===== config.mk =====
export PLATFORM = sky130hd
export DESIGN_NAME = mnist_infer_sequencer
export DESIGN_NICKNAME = d
export VERILOG_FILES = /design/src/rtl/mnist_pkg.sv /design/src/rtl/mnist_argmax.sv /design/src/rtl/mnist_infer_sequencer.sv
export SDC_FILE = /design/constraint.sdc
export NUM_CORES = 1
export LEC_CHECK = 0
export CAP_MARGIN = 0
export CORE_MARGIN = 5
export CORE_UTILIZATION = 37
export DETAILED_ROUTE_END_ITERATION = 10
export PLACE_DENSITY = 0.63
export SLEW_MARGIN = 15
export SYNTH_ARGS = -nofsm -noshare
export SYNTH_HDL_FRONTEND = slang
export SYNTH_SLANG_ARGS = --single-unit

===== constraint.sdc =====
create_clock -name clk -period 5.5 [get_ports clk]
set_clock_uncertainty 0.1 [all_clocks]
set_input_delay 0.55 -clock clk [delete_from_list [all_inputs] [get_ports clk]]
set_output_delay 0.55 -clock clk [all_outputs]
set_load 0.02 [all_outputs]

===== src/rtl/mnist_pkg.sv =====
// Shared definitions for the MNIST inference sequencer: sequencer states and default sizing.
// Latency: n/a (package only).
// Backpressure: n/a (package only).
package mnist_pkg;

    localparam int N_IN_DEF    = 784;  // pixels per image / MAC steps per neuron
    localparam int N_OUT_DEF   = 10;   // output neurons (classes)
    localparam int ACC_W_DEF   = 24;   // signed accumulator width
    localparam int MAC_LAT_DEF = 2;    // cycles from last mac_en until acc_in is valid

    typedef enum logic [2:0] {
        S_IDLE  = 3'd0,
        S_LOAD  = 3'd1,
        S_CLR   = 3'd2,
        S_MAC   = 3'd3,
        S_DRAIN = 3'd4,
        S_CMP   = 3'd5,
        S_DONE  = 3'd6
    } state_t;

endpackage


===== src/rtl/mnist_argmax.sv =====
// Running signed argmax over neuron accumulators; strict '>' so ties keep the lower index.
// Latency: best updates on the clock edge ending the cmp_en cycle; best_idx_nxt shows it a cycle early.
// Backpressure: none, single-cycle strobe interface.
// Ports: clk/rst_n, clr (restart search), cmp_en (sample acc), idx (index of acc),
//        acc (signed value), best_idx_nxt (index after this cycle's update).
module mnist_argmax
    import mnist_pkg::*;
#(
    parameter int ACC_W = ACC_W_DEF,
    parameter int IDX_W = 4
) (
    input  logic                    clk,
    input  logic                    rst_n,
    input  logic                    clr,
    input  logic                    cmp_en,
    input  logic [IDX_W-1:0]        idx,
    input  logic signed [ACC_W-1:0] acc,
    output logic [IDX_W-1:0]        best_idx_nxt
);

    localparam logic signed [ACC_W-1:0] ACC_MIN = {1'b1, {(ACC_W-1){1'b0}}};

    logic signed [ACC_W-1:0] best_val_q, best_val_d;
    logic [IDX_W-1:0]        best_idx_q, best_idx_d;

    always_comb begin
        best_val_d = best_val_q;
        best_idx_d = best_idx_q;
        if (clr) begin
            best_val_d = ACC_MIN;
            best_idx_d = '0;
        end else if (cmp_en && (acc > best_val_q)) begin
            best_val_d = acc;
            best_idx_d = idx;
        end
    end

    always_ff @(posedge clk or negedge rst_n) begin
        if (!rst_n) begin
            best_val_q <= ACC_MIN;
            best_idx_q <= '0;
        end else begin
            best_val_q <= best_val_d;
            best_idx_q <= best_idx_d;
        end
    end

    assign best_idx_nxt = best_idx_d;

endmodule


===== src/rtl/mnist_infer_sequencer.sv =====
// Sequences one MNIST inference: loads N_IN pixels, runs N_IN MACs per output neuron, argmaxes results.
// Latency: N_IN accepted pixels, then N_OUT*(N_IN+MAC_LAT+2) cycles from the last pixel to done.
// Backpressure: pix_ready only in LOAD; pix_valid low stalls LOAD indefinitely, compute never stalls.
// Ports: clk/rst_n; start; pix_valid/pix_data/pix_ready (pixel stream); buf_we/buf_addr/buf_wdata
//        (image buffer write); mac_clr/mac_en/in_addr/neu_idx (MAC control); acc_in (MAC result);
//        busy/done/digit (status and classification).
module mnist_infer_sequencer
    import mnist_pkg::*;
#(
    parameter int N_IN    = N_IN_DEF,
    parameter int N_OUT   = N_OUT_DEF,
    parameter int ACC_W   = ACC_W_DEF,
    parameter int MAC_LAT = MAC_LAT_DEF
) (
    input  logic                    clk,
    input  logic                    rst_n,
    input  logic                    start,
    input  logic                    pix_valid,
    input  logic [7:0]              pix_data,
    output logic                    pix_ready,
    output logic                    buf_we,
    output logic [9:0]              buf_addr,
    output logic [7:0]              buf_wdata,
    output logic                    mac_clr,
    output logic                    mac_en,
    output logic [9:0]              in_addr,
    output logic [3:0]              neu_idx,
    input  logic signed [ACC_W-1:0] acc_in,
    output logic                    busy,
    output logic                    done,
    output logic [3:0]              digit
);

    localparam logic [9:0] PIX_LAST   = 10'(N_IN - 1);
    localparam logic [9:0] MAC_LAST   = 10'(N_IN - 1);
    localparam logic [9:0] DRAIN_LAST = 10'((MAC_LAT > 0) ? (MAC_LAT - 1) : 0);
    localparam logic [3:0] NEU_LAST   = 4'(N_OUT - 1);

    state_t     state_q, state_d;
    logic [9:0] pix_cnt_q, pix_cnt_d;
    logic [9:0] step_q, step_d;      // MAC address in MAC, elapsed drain cycles in DRAIN
    logic [3:0] neu_q, neu_d;
    logic       done_q, done_d;
    logic [3:0] digit_q, digit_d;
    logic       rst_sync_q;
    logic       start_ok;
    logic       arg_clr, arg_cmp;
    logic [3:0] best_idx_nxt;

    // Reset release is retimed through one flop. Every register is already at its reset
    // value when rst_n rises and only start can move the FSM out of IDLE, so gating start
    // is enough to make deassertion synchronous: start counts from the 2nd edge on.
    always_ff @(posedge clk or negedge rst_n) begin
        if (!rst_n) begin
            rst_sync_q <= 1'b0;
        end else begin
            rst_sync_q <= 1'b1;
        end
    end

    assign start_ok = start & rst_sync_q;

    always_comb begin
        state_d   = state_q;
        pix_cnt_d = pix_cnt_q;
        step_d    = step_q;
        neu_d     = neu_q;
        done_d    = done_q;
        digit_d   = digit_q;
        pix_ready = 1'b0;
        buf_we    = 1'b0;
        mac_clr   = 1'b0;
        mac_en    = 1'b0;
        in_addr   = '0;
        busy      = 1'b0;
        arg_clr   = 1'b0;
        arg_cmp   = 1'b0;
        unique case (state_q)
            S_IDLE, S_DONE: begin
                if (start_ok) begin
                    state_d   = S_LOAD;
                    done_d    = 1'b0;
                    pix_cnt_d = '0;
                    arg_clr   = 1'b1;
                end
            end
            S_LOAD: begin
                busy      = 1'b1;
                pix_ready = 1'b1;
                if (pix_valid) begin
                    buf_we = 1'b1;
                    if (pix_cnt_q == PIX_LAST) begin
                        // Park the pixel counter at 0 so buf_addr idles at 0.
                        pix_cnt_d = '0;
                        neu_d     = '0;
                        state_d   = S_CLR;
                    end else begin
                        pix_cnt_d = pix_cnt_q + 10'd1;
                    end
                end
            end
            S_CLR: begin
                busy    = 1'b1;
                mac_clr = 1'b1;
                step_d  = '0;
                state_d = S_MAC;
            end
            S_MAC: begin
                busy    = 1'b1;
                mac_en  = 1'b1;
                in_addr = step_q;
                if (step_q == MAC_LAST) begin
                    step_d  = '0;
                    state_d = (MAC_LAT > 0) ? S_DRAIN : S_CMP;
                end else begin
                    step_d = step_q + 10'd1;
                end
            end
            S_DRAIN: begin
                busy = 1'b1;
                if (step_q == DRAIN_LAST) begin
                    step_d  = '0;
                    state_d = S_CMP;
                end else begin
                    step_d = step_q + 10'd1;
                end
            end
            S_CMP: begin
                busy    = 1'b1;
                arg_cmp = 1'b1;
                if (neu_q == NEU_LAST) begin
                    // best_idx_nxt already includes this neuron's compare.
                    digit_d = best_idx_nxt;
                    done_d  = 1'b1;
                    state_d = S_DONE;
                end else begin
                    neu_d   = neu_q + 4'd1;
                    state_d = S_CLR;
                end
            end
            default: begin
                state_d = S_IDLE;
            end
        endcase
    end

    always_ff @(posedge clk or negedge rst_n) begin
        if (!rst_n) begin
            state_q   <= S_IDLE;
            pix_cnt_q <= '0;
            step_q    <= '0;
            neu_q     <= '0;
            done_q    <= 1'b0;
            digit_q   <= '0;
        end else begin
            state_q   <= state_d;
            pix_cnt_q <= pix_cnt_d;
            step_q    <= step_d;
            neu_q     <= neu_d;
            done_q    <= done_d;
            digit_q   <= digit_d;
        end
    end

    mnist_argmax #(
        .ACC_W (ACC_W),
        .IDX_W (4)
    ) u_argmax (
        .clk          (clk),
        .rst_n        (rst_n),
        .clr          (arg_clr),
        .cmp_en       (arg_cmp),
        .idx          (neu_q),
        .acc          (acc_in),
        .best_idx_nxt (best_idx_nxt)
    );

    assign buf_addr  = pix_cnt_q;
    assign buf_wdata = pix_data;
    assign neu_idx   = neu_q;
    assign done      = done_q;
    assign digit     = digit_q;

endmodule


* Yosys cells after proc, flatten, opt, wreduce, memory -nomap -nowiden *
Index checks and enable logic that the tools add are counted.

cells by class
  $mul = 0
  reduce and logical (&&, ||, !) cells = 14
  multiplexer cells = 35
  add/subtract/negate cells = 3
  bitwise operators = 1
  div/mod/pow operators = 0
  eq/ne operators = 17
  shifts and indexed selects = 0
  order comparisons = 1

operators by type and width
  kind                   number
  $mux 10                6
  $mux 24                2
  $pmux 10 s3            1
  $gt 24x24->1           1
  $add 10x1->10 const B  2
  $eq 10x10->1 const B   2
  $mux 4                 5
  $pmux 10 s2            1
  $mux 3                 6
  $pmux 3 s6             1
  $ne 2x2->1 const B     7
  $mux 1                 11
  $eq 10x1->1 const B    1
  $eq 3x3->1 const B     3
  $pmux 4 s2             1
  $reduce_bool 2->1      4
  $eq 3x2->1 const B     2
  $reduce_and 3->1       2
  $reduce_and 5->1       1
  $reduce_or 5->1        1
  $add 4x1->4 const B    1
  $eq 4x4->1 const B     1
  $reduce_and 4->1       1
  $eq 3x1->1 const B     1
  other kinds (7)        7

storage, ports and cells
  output and inout port bits = 42
  memories kept = 0
  bits of input ports = 36
  memory bits (writable) = 0
  latch bits = 0
  bits in registers = 61
  memory bits (read-only) = 0

* Logic depth before layout (Yosys ltp) *
Gate-level depths: netlist of run 1.

  word-level depth = 5
  mapped depth = 11

* Modules after synthesis *
A second synthesis of run 1 with hierarchy kept.

second synthesis, totals
  cell total of the unflattened synthesis = 414
  area total of the unflattened synthesis = 3978.8 µm²

by module, submodules not included
  module                 instances  area an instance (µm²)  cells each
  mnist_argmax           1          2039.5                  208
  mnist_infer_sequencer  1          1939.4                  206

* Worst setup path before layout of run 1 *
No wires, ideal clock.

  path kind = input to register
  start = input port acc_in[17]
  end = register u_argmax.best_idx_q[3]
  slack = 2775 ps
  data arrival time = 2500 ps
  cell stages on the path = 9
  required time = 5275 ps
  cell sequence = ha_1 -> a21o_1 -> nand3_1 -> a21oi_1 -> or4_4 -> nor3_1 -> o21a_1 -> buf_6 -> mux2_4

on the way
  word-level cells in the longest chain between the ends = 4

RTL lines
  element                    RTL line                     source
  start, declared            mnist_infer_sequencer.sv:28  input logic signed [ACC_W-1:0] acc_in,
  $gt 24x24->1               mnist_argmax.sv:32           end else if (cmp_en && (acc > best_val_q)) begin
  $logic_and 1x1->1          mnist_argmax.sv:32
  $mux 4                     mnist_argmax.sv:32
  $mux 4                     mnist_argmax.sv:29           if (clr) begin
  named net best_idx_nxt[3]  mnist_infer_sequencer.sv:48  logic [3:0] best_idx_nxt;
  end signal, assigned       mnist_argmax.sv:44           best_idx_q <= best_idx_d;
  end, declared              mnist_argmax.sv:24           logic [IDX_W-1:0] best_idx_q, best_idx_d;

The timed path passes the listed nets, and every way through them passes these cells.
A chain may end at the register's enable or synchronous reset.

* Worst setup path in the final report of run 1 *
Ends and elaborated chain as after synthesis.

==> results of run 1 <==
metrics by stage:
stage	util, %	hold slack [ps]	cell area (um2)
global placement	43.72	376.2	4433
floorplan	-	154.4	3789
detailed placement	43.72	383.1	4433
finish	45.63	287.9	4626
global route	45.63	359.1	4626
CTS	45.63	305.7	4626
layout make-up:
type                       count  area (um2)  area share [%]
clock buffer                  12       145.1           3.138
clock inverter                 4       47.55           1.028
inverter                      53       198.9           4.301
multi-input combinational    292        1916           41.41
sequential                    61        1528           33.03
tap                          136       170.2           3.679
timing repair buffer          63       620.6           13.42
metal layers:
layer / global-route usage (%) / wire [um] / part of all wire, % / vias to the layer above
met1: 19.92 / 4267 / 48 / 1502
li1: - / - / - / 1561
met3: 4.967 / 411 / 4.6 / 6
met2: 23.36 / 4185 / 47 / 66
met5: 0 / 0 / 0 / -
met4: 3.406 / 49 / 0.55 / 0
registers in the layout (all words and copies together), names as in the netlist:
name,cells
buf_addr,10
done,1
neu_idx,4
u_argmax.best_idx_q,4
u_argmax.best_val_q,24
digit,4
rst_sync_q,1
step_q,10
state_q,3
cells in the mapped netlist (3+ instances only):
master,count
o21a_1,3
dfrtp_1,60
a21o_1,3
mux2i_1,26
ha_1,29
nand2_1,54
buf_4,8
o21ai_0,41
nor3_1,7
nor2_1,20
a21oi_1,16
nor2b_1,4
inv_1,53
xnor2_1,3
nand2b_1,11
and3_1,17
clkbuf_1,9
o31ai_1,4
nand4_1,7
nand3_1,14
cells by family after synthesis:
kind of cell	count (synthesis)
other	1
buffers and inverters	75
flip-flops	61
AND/OR/NAND/NOR	144
adder cells (fa/ha/maj)	29
XOR/XNOR	5
AO/OA/AOI/OAI	85
multiplexers	28
report_power, final:
part | switching, mW | internal [mW]
clock network | 0.174 | 0.221
logic | 0.441 | 0.325
registers | 0.121 | 0.568
final timing paths:
check | cells past startpoint | slack [ps] | endpoint
worst max-delay path | 9 | 1900 | u_argmax.best_idx_q[3]
worst min-delay path | 2 | 290 | u_argmax.best_val_q[2]
worst max register to register | 8 | 2060 | u_argmax.best_idx_q[3]
worst min register to register | 1 | 390 | done
max in group asynchronous | 2 | 4480 | buf_addr[7]
min in group clk | 1 | 390 | done
==> reports/results.ini, run 1 <==
[outcome]
status = complete, no violations

[place]
dpl.hpwl_um = 6149
port_buffers = 61
gp_routability_congestion = 0.7883
dp_slack_ps = 1532
dp_cells = 605

[drt]
route.detailed.drc = 0
first_iter_violations = 120
vias_per_cell = 5.048
wire_per_inst_um = 14.35
drtAntennaViolNets = 0
via_count = 3135
drt-pass1-iter-count = 4
wl_um = 8913

[floorplan]
die_w_um = 111.2
io_pins = 78
floorplan.initialDensity_pct = 37.37
fp.dieH_um = 111.2
die-area_mm2 = 0.01236
num_rows = 37
core_mm2 = 0.01014

[logic_synthesis]
synth_compound_area_share_pct = 13.41
synthAdderAreaFrac_pct = 9.577
yosysTopAreaCell = dfrtp_1
yosysUniqueCellTypes = 49
synth.avg_cell_area_um2 = 8.852
synthTopCellsByArea = dfrtp_1, ha_1, mux2i_1, o21ai_0, nand2_1
ys_seq_area_share_pct = 40.32
ys_warn_count = 0
synthArstFlopShare_pct = 100.0
syn_area_mm2 = 0.003789
synth_edf_count = 0
synthSimpleGateAreaFrac_pct = 18.53
synth_top_area_share_pct = 39.63
muxShareOfSynthArea_pct = 7.662
synth_top_family_by_area = simple AND/OR/NAND/NOR gates
synthCells = 428
synth_seq_cells = 61
synthFlopType = dfrtp_1
synth_nets = 493
synth_xor_area_share_pct = 1.156

[critical_path]
rr_startpoint = u_argmax.best_val_q[23]
critPathMaxFanout = 32
crit_required_ps = 5610
worst_path_dominant_cell_family = compound AO/OA/AOI/OAI gates
worstSetupPathType = input pin to flip-flop
critPathSlowestCell = o21a_2
worst-path-buf-inv = 1
worstPathCellList = clkdlybuf4s50_1 > ha_1 > a21o_1 > nand3_1 > a21oi_1 > or4_4 > nor3_1 > o21a_2 > mux2_4
cpPeakStageDelay_ps = 850
crit_arrival_ps = 3710
cp-end-kind = flip-flop
crit_start = acc_in[17]
cp-start-kind = input pin

[timing]
setup_viol = 0
fin_crit_sh_pct = 65.48
finalHoldViolCount = 0
post-route-min-period_ps = 3602
fin_setup_tns_ps = 0
maxSlewHeadroom_pct = 33.85
fmax_mhz = 277.7
worst_slack_ps = 1898
slew_viol_final = 0
worst_pin_slew_ps = 992.3
rsz0062_at_grt = no

[global_route]
grt_max_degree = 62
grt_pass1_vias = 3184
antenna_found_initial = 0
grt_usage_pct = 14.87
grt-ovfl-total = 0
grt_pass1_wl_um = 15370

[cells_and_area]
fin_nets = 545
synthToLayoutAreaGrowth_pct = 22.09
antennaDiodeCount = 0
drive_above_1_share_pct = 5.155
stdcell_count = 621
final_cell_mix = dfrtp_1, clkdlybuf4s50_1, nand2_1
fillers = 979

[clock_tree]
cts-root-buf = clkbuf_8
cts_sinks = 61
cts.clk_slew.worst_paths_ps = 70
numCtsBuffers = 9
cts_resized = 0
clk_path_buf_depth = 2
htreeDepth = 3
worstSkewPairLatency_ps = 330
post_cts_buffers = 0
tritoncts = built
postCtsHoldBufs = 0

[power_and_ir_drop]
ir_drop_mv = 0.2459
p_leak_nw = 2.058
power.total_mw = 1.849
power-per-cell-area_mw_per_mm2 = 399.7

[job]
max-cap-violations = 0

[min_path]
min-delay-path-class = input pin to async pin

Power figures use the tool's default switching activity.
==> inputs of run 2 (changes only) <==
--- a/config.mk
+++ b/config.mk
@@ -9,7 +9,7 @@
 export CORE_MARGIN = 5
 export CORE_UTILIZATION = 37
 export DETAILED_ROUTE_END_ITERATION = 10
-export PLACE_DENSITY = 0.63
+export PLACE_DENSITY = 0.65
 export SLEW_MARGIN = 15
 export SYNTH_ARGS = -nofsm -noshare
 export SYNTH_HDL_FRONTEND = slang
==> constraint.sdc (replaced) <==
create_clock -name clk -period 3.2 [get_ports clk]
set_clock_uncertainty 0.1 [all_clocks]
set_input_delay 0.32 -clock clk [delete_from_list [all_inputs] [get_ports clk]]
set_output_delay 0.32 -clock clk [all_outputs]
set_load 0.02 [all_outputs]
==> run 2 against run 1 <==
The flow now finishes with violations (negative hold slack). Worst setup slack worse by 1600 ps. Highest routed layer unchanged. First-iteration DRC count is 13% higher. Final area is 0.73% higher. Critical endpoint is now u_argmax.best_val_q[4].
==> reports/results.ini, run 2 (synthesized netlist as in run 1, its figures left out) <==
[outcome]
status = finished with violations  ; was complete, no violations
failed_checks = negative hold slack

[cells_and_area]
antennaDiodeCount = 0  ; unchanged
final_cell_mix = dfrtp_1, clkdlybuf4s50_1, nand2_1  ; unchanged
final_core_util_pct = 45.96  ; was 45.63%
largest_register_ffs = 24  ; unchanged
drive_above_1_share_pct = 6.883  ; was 5.155%
synthToLayoutAreaGrowth_pct = 22.99  ; was 22.09%
fin_nets = 554  ; was 545
top_register = u_argmax.best_val_q  ; unchanged
fillers = 989  ; was 979

[critical_path]
crit_path_end = u_argmax.best_val_q[4]  ; was u_argmax.best_idx_q[3]
r2r_cells = 9  ; was 8
crit_start = u_argmax.best_val_q[23]  ; was acc_in[17]
rr_startpoint = u_argmax.best_val_q[23]  ; unchanged
reg2reg_to = u_argmax.best_val_q[4]  ; was u_argmax.best_idx_q[3]
crit_arrival_ps = 3010  ; was 3710 ps
cp-start-kind = flip-flop  ; was input pin
cp-end-kind = flip-flop  ; unchanged
critPathMaxFanout = 9  ; was 32
reg2reg_slack_ps = 330  ; was 2060 ps
crit_required_ps = 3340  ; was 5610 ps
worstSetupPathType = flip-flop to flip-flop  ; was input pin to flip-flop

[place]
gp_routability_congestion = 0.7917  ; was 0.7883
port_buffers = 61  ; unchanged
dpl.hpwl_um = 6464  ; was 6149 um

[drt]
drtAntennaViolNets = 0  ; unchanged
vias_per_cell = 4.989  ; was 5.048
wl_um = 8691  ; was 8913 um
wire_per_inst_um = 13.80  ; was 14.35 um
drt-pass1-iter-count = 4  ; unchanged
via_count = 3143  ; was 3,135
route.detailed.drc = 0  ; unchanged
first_iter_violations = 136  ; was 120

[clock_tree]
cts.clk_slew.worst_paths_ps = 70  ; about the same
htreeDepth = 3  ; unchanged
clk_path_buf_depth = 2  ; unchanged
worstSkewPairLatency_ps = 330  ; about the same
numCtsBuffers = 9  ; unchanged
tritoncts = built  ; unchanged
postCtsHoldBufs = 0  ; unchanged
post_cts_buffers = 0  ; unchanged
cts_sinks = 61  ; unchanged
cts-root-buf = clkbuf_8  ; unchanged
cts_resized = 0  ; unchanged

[timing]
whs_ps = -15.28  ; was 287.9 ps
rsz0062_at_grt = no  ; unchanged
finalHoldViolCount = 14  ; was 0
post-route-min-period_ps = 2873
maxSlewHeadroom_pct = 45.26  ; was 33.85%
fin_crit_sh_pct = 89.77
fin_setup_tns_ps = 0  ; unchanged
setup_viol = 0  ; unchanged
fmax_mhz = 348.1
slew_viol_final = 0  ; unchanged
worst_pin_slew_ps = 821.1  ; was 992.3 ps

[floorplan]
fp.dieH_um = 111.2  ; unchanged
die_w_um = 111.2  ; unchanged
die-area_mm2 = 0.01236  ; unchanged
core_mm2 = 0.01014  ; unchanged
num_rows = 37  ; unchanged
io_pins = 78  ; unchanged
floorplan.initialDensity_pct = 37.37  ; unchanged

[global_route]
grt-ovfl-total = 0  ; unchanged
grt_pass1_vias = 3279  ; was 3,184
grt_usage_pct = 14.63  ; was 14.87%
antenna_found_initial = 0  ; unchanged
grt_pass1_wl_um = 15240  ; was 15,370 um
grt_max_degree = 36  ; was 62

[power_and_ir_drop]
ir_drop_mv = 0.3442  ; was 0.2459 mV
power-per-cell-area_mw_per_mm2 = 665.0  ; was 399.7 mW/mm2
p_leak_nw = 2.091  ; was 2.058 nW
power.total_mw = 3.099  ; was 1.849 mW

[min_path]
min-delay-path-class = input pin to async pin  ; unchanged

[job]
max-cap-violations = 0  ; unchanged

run 2: worst min-delay path by stage:
stage	start	to	slack (ps)	depth (start not counted)
floorplan	rst_n	buf_addr[0]	-80	0
global placement	rst_n	u_argmax.best_val_q[3]	370	1
detailed placement	rst_n	u_argmax.best_val_q[3]	360	1
CTS	rst_n	u_argmax.best_val_q[18]	3	1
global route	rst_n	u_argmax.best_val_q[2]	40	1
finish	rst_n	u_argmax.best_val_q[2]	-20	1
run 2: metrics by stage:
step	worst slack [ps]	std cells	instance area, um2	hold WS (ps)
after floorplan	560.9	428	3789	-75.59
after global placement	93.70	614	4501	367.8
after detailed placement	44.06	614	4501	362.2
after CTS	267.0	630	4659	3.283
after global routing	119.0	630	4659	39.76
final	327.3	630	4659	-15.28
run 2: report_power, final:
part	total [mW]	switching (mW)	internal (mW)
Sequential	1.18	0.204	0.975
Combinational	1.34	0.755	0.587
Clock	0.578	0.302	0.276
Total	3.10	1.26	1.84
run 2: worst max-delay path, stage by stage (launching register included):
cell     delay (ps)
dfstp_2         520
inv_1            50
ha_1            330
nand4_1         170
a21oi_1          60
or4_4           540
nor3_1          250
o21a_2          300
buf_4           250
mux2i_1         220
run 2: cell type report:
| type | count | area, um2 | area share, % |
|---|---|---|---|
| clock inverter | 5 | 27.53 | 0.5908 |
| sequential | 61 | 1528 | 32.79 |
| clock buffer | 11 | 131.4 | 2.820 |
| timing repair buffer | 72 | 688.2 | 14.77 |
| multi-input combinational | 292 | 1916 | 41.11 |
| tap | 136 | 170.2 | 3.652 |
| inverter | 53 | 198.9 | 4.270 |
run 2: routing by layer:
layer / track usage (%) / wire [um] / vias up
li1: - / - / 1572
met4: 4.461 / 112 / 0
met1: 19.45 / 4165 / 1487
met2: 23.32 / 4021 / 72
met3: 3.876 / 392 / 12
met5: 0 / 0 / -
==> inputs of run 3 (changes only) <==
--- a/config.mk
+++ b/config.mk
@@ -8,6 +8,7 @@
 export CAP_MARGIN = 0
 export CORE_MARGIN = 5
 export CORE_UTILIZATION = 37
+export CTS_CLUSTER_SIZE = 8
 export DETAILED_ROUTE_END_ITERATION = 10
 export PLACE_DENSITY = 0.65
 export SLEW_MARGIN = 15
==> results of run 3 <==
No change in the layout: final DEF, timing and power equal those of run 2.
